==> config.mk <==
export PLATFORM = sky130hd
export DESIGN_NAME = rx_engine
export DESIGN_NICKNAME = d
export VERILOG_FILES = /design/src/rtl/rx_engine.sv
export SDC_FILE = /design/constraint.sdc
export NUM_CORES = 1
export LEC_CHECK = 0
export ABC_AREA = 1
export CORE_MARGIN = 5
export CORE_UTILIZATION = 55
export CTS_CLUSTER_SIZE = 30
export DETAILED_ROUTE_END_ITERATION = 8
export PLACE_DENSITY = 0.78
export REMOVE_ABC_BUFFERS = 1
export SLEW_MARGIN = 5
export SYNTH_ARGS = -nofsm -noshare
export SYNTH_HDL_FRONTEND = slang
export SYNTH_SLANG_ARGS = --single-unit
==> constraint.sdc <==
create_clock -name clk -period 4 [get_ports clk]
set_clock_uncertainty 0.2 [all_clocks]
set_input_delay 1 -clock clk [delete_from_list [all_inputs] [get_ports clk]]
set_output_delay 1 -clock clk [all_outputs]
set_load 0.01 [all_outputs]
==> src/rtl/rx_engine.sv <==
// UART receive engine: synchronizes the serial line, samples each bit at mid-bit
// and presents the reassembled character with ready/parity/framing/overrun flags.
module rx_engine (
  input  logic        clk,
  input  logic        rst,
  input  logic        RX,
  input  logic [18:0] max,
  input  logic        EIGHT,
  input  logic        PEN,
  input  logic        OHEL,
  input  logic        READS,
  output logic [7:0]  UART_DATA,
  output logic        RXRDY,
  output logic        PERR,
  output logic        FERR,
  output logic        OVF
);

  localparam int unsigned BT_W = 19;
  localparam int unsigned BC_W = 4;
  localparam int unsigned SR_W = 10;

  localparam logic [1:0] S_IDLE  = 2'd0;
  localparam logic [1:0] S_START = 2'd1;
  localparam logic [1:0] S_DATA  = 2'd2;
  localparam logic [1:0] S_DONE  = 2'd3;

  logic            rx_meta_q, rxs_q;
  logic [1:0]      state_q, state_d;
  logic [BT_W-1:0] bt_q, bt_d;
  logic [BC_W-1:0] bc_q, bc_d;
  logic [SR_W-1:0] sr_q, sr_d;
  logic [7:0]      data_q, data_d;
  logic            rxrdy_q, rxrdy_d;
  logic            perr_q, perr_d;
  logic            ferr_q, ferr_d;
  logic            ovf_q, ovf_d;

  logic            strobe_c;
  logic [BC_W-1:0] samples_c;
  logic [BC_W-1:0] bc_inc_c;
  logic [1:0]      shift_c;
  logic [7:0]      data_raw_c;
  logic [7:0]      data_c;
  logic            perr_new_c;

  // Samples taken after the start bit: data bits, optional parity, stop.
  assign samples_c = 4'd8 + {3'd0, EIGHT} + {3'd0, PEN};
  assign bc_inc_c  = bc_q + 4'd1;
  assign strobe_c  = (state_q == S_START) ? (bt_q == (max >> 1)) : (bt_q == max);

  // Stop lands in sr[9], parity in sr[8]; shorter frames leave D0 higher up.
  assign shift_c    = 2'd2 - {1'b0, EIGHT} - {1'b0, PEN};
  assign data_raw_c = 8'(sr_q >> shift_c);
  assign data_c     = {EIGHT & data_raw_c[7], data_raw_c[6:0]};
  assign perr_new_c = PEN & (sr_q[8] ^ (^data_c) ^ OHEL);

  always_comb begin
    state_d = state_q;
    bt_d    = bt_q;
    bc_d    = bc_q;
    sr_d    = sr_q;
    data_d  = data_q;
    rxrdy_d = rxrdy_q;
    perr_d  = perr_q;
    ferr_d  = ferr_q;
    ovf_d   = ovf_q;

    if (READS) begin
      rxrdy_d = 1'b0;
      perr_d  = 1'b0;
      ferr_d  = 1'b0;
      ovf_d   = 1'b0;
    end

    case (state_q)
      S_IDLE: begin
        bt_d = '0;
        if (!rxs_q) state_d = S_START;
      end
      S_START: begin
        if (strobe_c) begin
          bt_d = '0;
          if (!rxs_q) begin
            state_d = S_DATA;
            bc_d    = '0;
          end else begin
            state_d = S_IDLE;
          end
        end else begin
          bt_d = bt_q + 19'd1;
        end
      end
      S_DATA: begin
        if (strobe_c) begin
          bt_d = '0;
          sr_d = {rxs_q, sr_q[SR_W-1:1]};
          bc_d = bc_inc_c;
          if (bc_inc_c == samples_c) state_d = S_DONE;
        end else begin
          bt_d = bt_q + 19'd1;
        end
      end
      default: begin
        // DONE: loads override a coincident read; overrun only if unread.
        state_d = S_IDLE;
        bt_d    = '0;
        data_d  = data_c;
        perr_d  = perr_new_c;
        ferr_d  = ~sr_q[9];
        rxrdy_d = 1'b1;
        if (rxrdy_q && !READS) ovf_d = 1'b1;
      end
    endcase
  end

  always_ff @(posedge clk or negedge rst) begin
    if (!rst) begin
      rx_meta_q <= 1'b1;
      rxs_q     <= 1'b1;
      state_q   <= S_IDLE;
      bt_q      <= '0;
      bc_q      <= '0;
      sr_q      <= '0;
      data_q    <= '0;
      rxrdy_q   <= 1'b0;
      perr_q    <= 1'b0;
      ferr_q    <= 1'b0;
      ovf_q     <= 1'b0;
    end else begin
      rx_meta_q <= RX;
      rxs_q     <= rx_meta_q;
      state_q   <= state_d;
      bt_q      <= bt_d;
      bc_q      <= bc_d;
      sr_q      <= sr_d;
      data_q    <= data_d;
      rxrdy_q   <= rxrdy_d;
      perr_q    <= perr_d;
      ferr_q    <= ferr_d;
      ovf_q     <= ovf_d;
    end
  end

  assign UART_DATA = data_q;
  assign RXRDY     = rxrdy_q;
  assign PERR      = perr_q;
  assign FERR      = ferr_q;
  assign OVF       = ovf_q;

endmodule

==> flow_metrics.tcl <==
set metrics [dict create \
    design_area_sq_um 3872 \
    hold_viol 0 \
    path_common_cell "nand2_1" \
    max_freq_ghz 0.3088 \
    cp_slowest_cell "clkdlybuf4s50_1" \
    critPathMaxStageDelay_ns 0.55 \
    cpLargestDelayFamily "simple AND/OR/NAND/NOR gates" \
    ys_ff_latch 49 \
    setup_viol 0 \
    total_power_mw 1.798 \
    clock_path_buffers 2 \
    cts_tree "done" \
    netlist_area_sq_um 3361 \
    ant_nets 0 \
    clock_latency_ns 0.30 \
    path_buf_inv 3 \
    dr_total_vias 3344 \
    yosysTopAreaCellShare 0.3500 \
    post-route-util 0.6541 \
    ys_seq_area_frac 0.3656 \
    final_cell_mix "nand2_1 (217), nand3_1 (65), inv_1 (62), dfrtp_1 (47), clkdlybuf4s50_1 (36)" \
    gp_congestion 0.9127 \
    drtIter0Drc 116 \
    required_ns 4.00 \
    via_per_inst 5.308 \
    post_cts_buffers 0 \
    core-area_sq_um 5921 \
    cts_hold_buf 0 \
    synth_cell_types 29 \
    placed_cell_area_sq_um 3756 \
    antenna_found_initial 0 \
    dp_cells 622 \
    setup_ws_ns 0.7612 \
    ir_drop_v 0.0002863 \
    cts_buffers 5 \
    synth_top_area_cell "dfrtp_1" \
    min_path_type "flip-flop to flip-flop" \
    period_minus_slack_ns 3.239 \
    grt_pass1_wl_mm 14.42 \
    drt_wl_total_mm 8.291 \
    grt_pass1_vias 3370 \
    slew_headroom 0.2899 \
    postSynthAreaPerCell_sq_um 6.475 \
    hpwl_mm 6.407 \
    grt_overflow 0 \
    fin_nets 588 \
    fin_crit_sh 0.8097 \
    synthTopCellsByArea "dfrtp_1 (35%), nand2_1 (24%), nand3_1 (9.7%)" \
    critPathKind "input port to flip-flop" \
    drv_slew 0 \
    antenna_cells 0 \
    worst_hold_slack_ns 0.1600 \
    cp-end-kind "flip-flop" \
    clkTransAtPathRegs_ns 0.09 \
    synth_cells 519 \
    worstPathArrival_ns 3.23 \
    worstSetupStartpointType "input port" \
    maxCapViolCount 0 \
    place_ws_ns 0.5134 \
    dr.pass1.iters 5 \
    htree_levels 2 \
    rsz0062_at_grt "no" \
    worstMarginPinSlew_ns 1.065 \
    final_cells 630 \
    path_max_fanout 14 \
    wl_per_cell_um 13.16 \
    start_util 0.5676 \
    setup_tns_ns 0 \
    grt_usage 0.2328 \
    drc 0 \
    status "finished, final reports clean" \
    portBuffers 37 \
    ys_warn_count 0 \
    mostFrequentLayoutCell "nand2_1" \
    p_leak_nw 2.136 \
    die_area_sq_um 7774 \
    die_h_um 88.17 \
    p_per_area_nw_per_um2 464.4 \
    pin_count 38 \
    nFillCells 579 \
    cts_sinks 49 \
    root_buffer "clkbuf_8" \
    num_rows 28 \
    cts_resized 0 \
    grt_max_degree 50 \
    die_x_um 88.17 \
    syn2layout_area_growth_pct 15.23 \
    path_cells "clkdlybuf4s50_1 > inv_1 > ha_1 > inv_1 > nand2_1 > nand2_1 > nand2_1 > nand2_1 > nand2_1 > nand2_1 > nand2_1 > nand2_1 > nand2_1 > nand2_1 > nand2_1 > nand3_1 > nand2_1" \
    drive_above_1_share 0.03604 \
]
-- layer usage --
metal	track usage	wire length, um	vias up	share of wire
met5	0	0	-	0
met4	0.09753	251	0	0.030
met3	0.03104	300	25	0.036
met2	0.4392	4394	70	0.53
met1	0.2594	3344	1551	0.40
li1	-	-	1698	-
-- kinds of logic (layout without fill, tap and decap cells) --
family                     Yosys count  after routing  synth area share
xor gates and xnor gates            12             12           0.03127
adders and majority gates            8              8           0.02979
and+or+nand+nor                    340            340            0.4237
AOI/OAI and AO/OA                   34             34           0.05175
buffers and inverters               76            112           0.09791
DFF                                 49             49            0.3656
-- cell type report --
cell class              instances  area (sq um)  share of cell area
clock inverters                 1         30.03            0.007754
repair buffers                 40         387.9              0.1002
multi-input cells             394          1803              0.4656
clock buffers                   7         86.33             0.02229
well taps                      75         93.84             0.02423
flip-flops and latches         49          1229              0.3173
inverters                      64         242.7             0.06268
-- registers in the layout, summed over array words and instances (netlist names) --
register,flops
FERR,1
OVF,1
PERR,1
RXRDY,1
UART_DATA,8
bc_q,4
bt_q,19
rx_meta_q,1
rxs_q,1
sr_q,10
state_q,2
-- power breakdown --
| part | switching (mW) | internal, mW |
|---|---|---|
| Sequential | 0.0626 | 0.570 |
| Combinational | 0.500 | 0.304 |
| Clock | 0.158 | 0.204 |
| Total | 0.721 | 1.08 |
-- Yosys cell counts --
library cell  count
nand3_4           1
inv_2             1
clkbuf_1          5
buf_6             4
nand2_2           1
dfrtp_1          47
xor2_1            6
o21ai_1           7
or2_2             1
a21oi_1           4
ha_1              8
inv_1            62
nand2_1         217
o21ai_0          21
nand3_1          65
nor4_1            2
and3_1            1
nor2_1           35
nand4_1           7
a31oi_1           1
nor2_4            1
buf_4             3
nand3b_1          1
nor3_1            7
nor2_2            1
dfstp_2           2
o31ai_1           1
inv_4             1
xnor2_1           6
-- worst paths after layout --
path,from,to,slack [ns],cells after the start
max,EIGHT,PERR$_DFFE_PN0P_,0.76,17
min,rx_meta_q$_DFF_PN1_,rxs_q$_DFF_PN1_,0.16,0
max reg2reg,state_q[1]$_DFFE_PN0P_,bc_q[1]$_DFFE_PN0P_,1.07,14
min reg2reg,rx_meta_q$_DFF_PN1_,rxs_q$_DFF_PN1_,0.16,0
max in group asynchronous,rst,sr_q[3]$_DFFE_PN0P_,2.26,1
min in group asynchronous,rst,UART_DATA[1]$_DFFE_PN0P_,0.69,1
No activity file was read; power rests on OpenSTA's default activity.
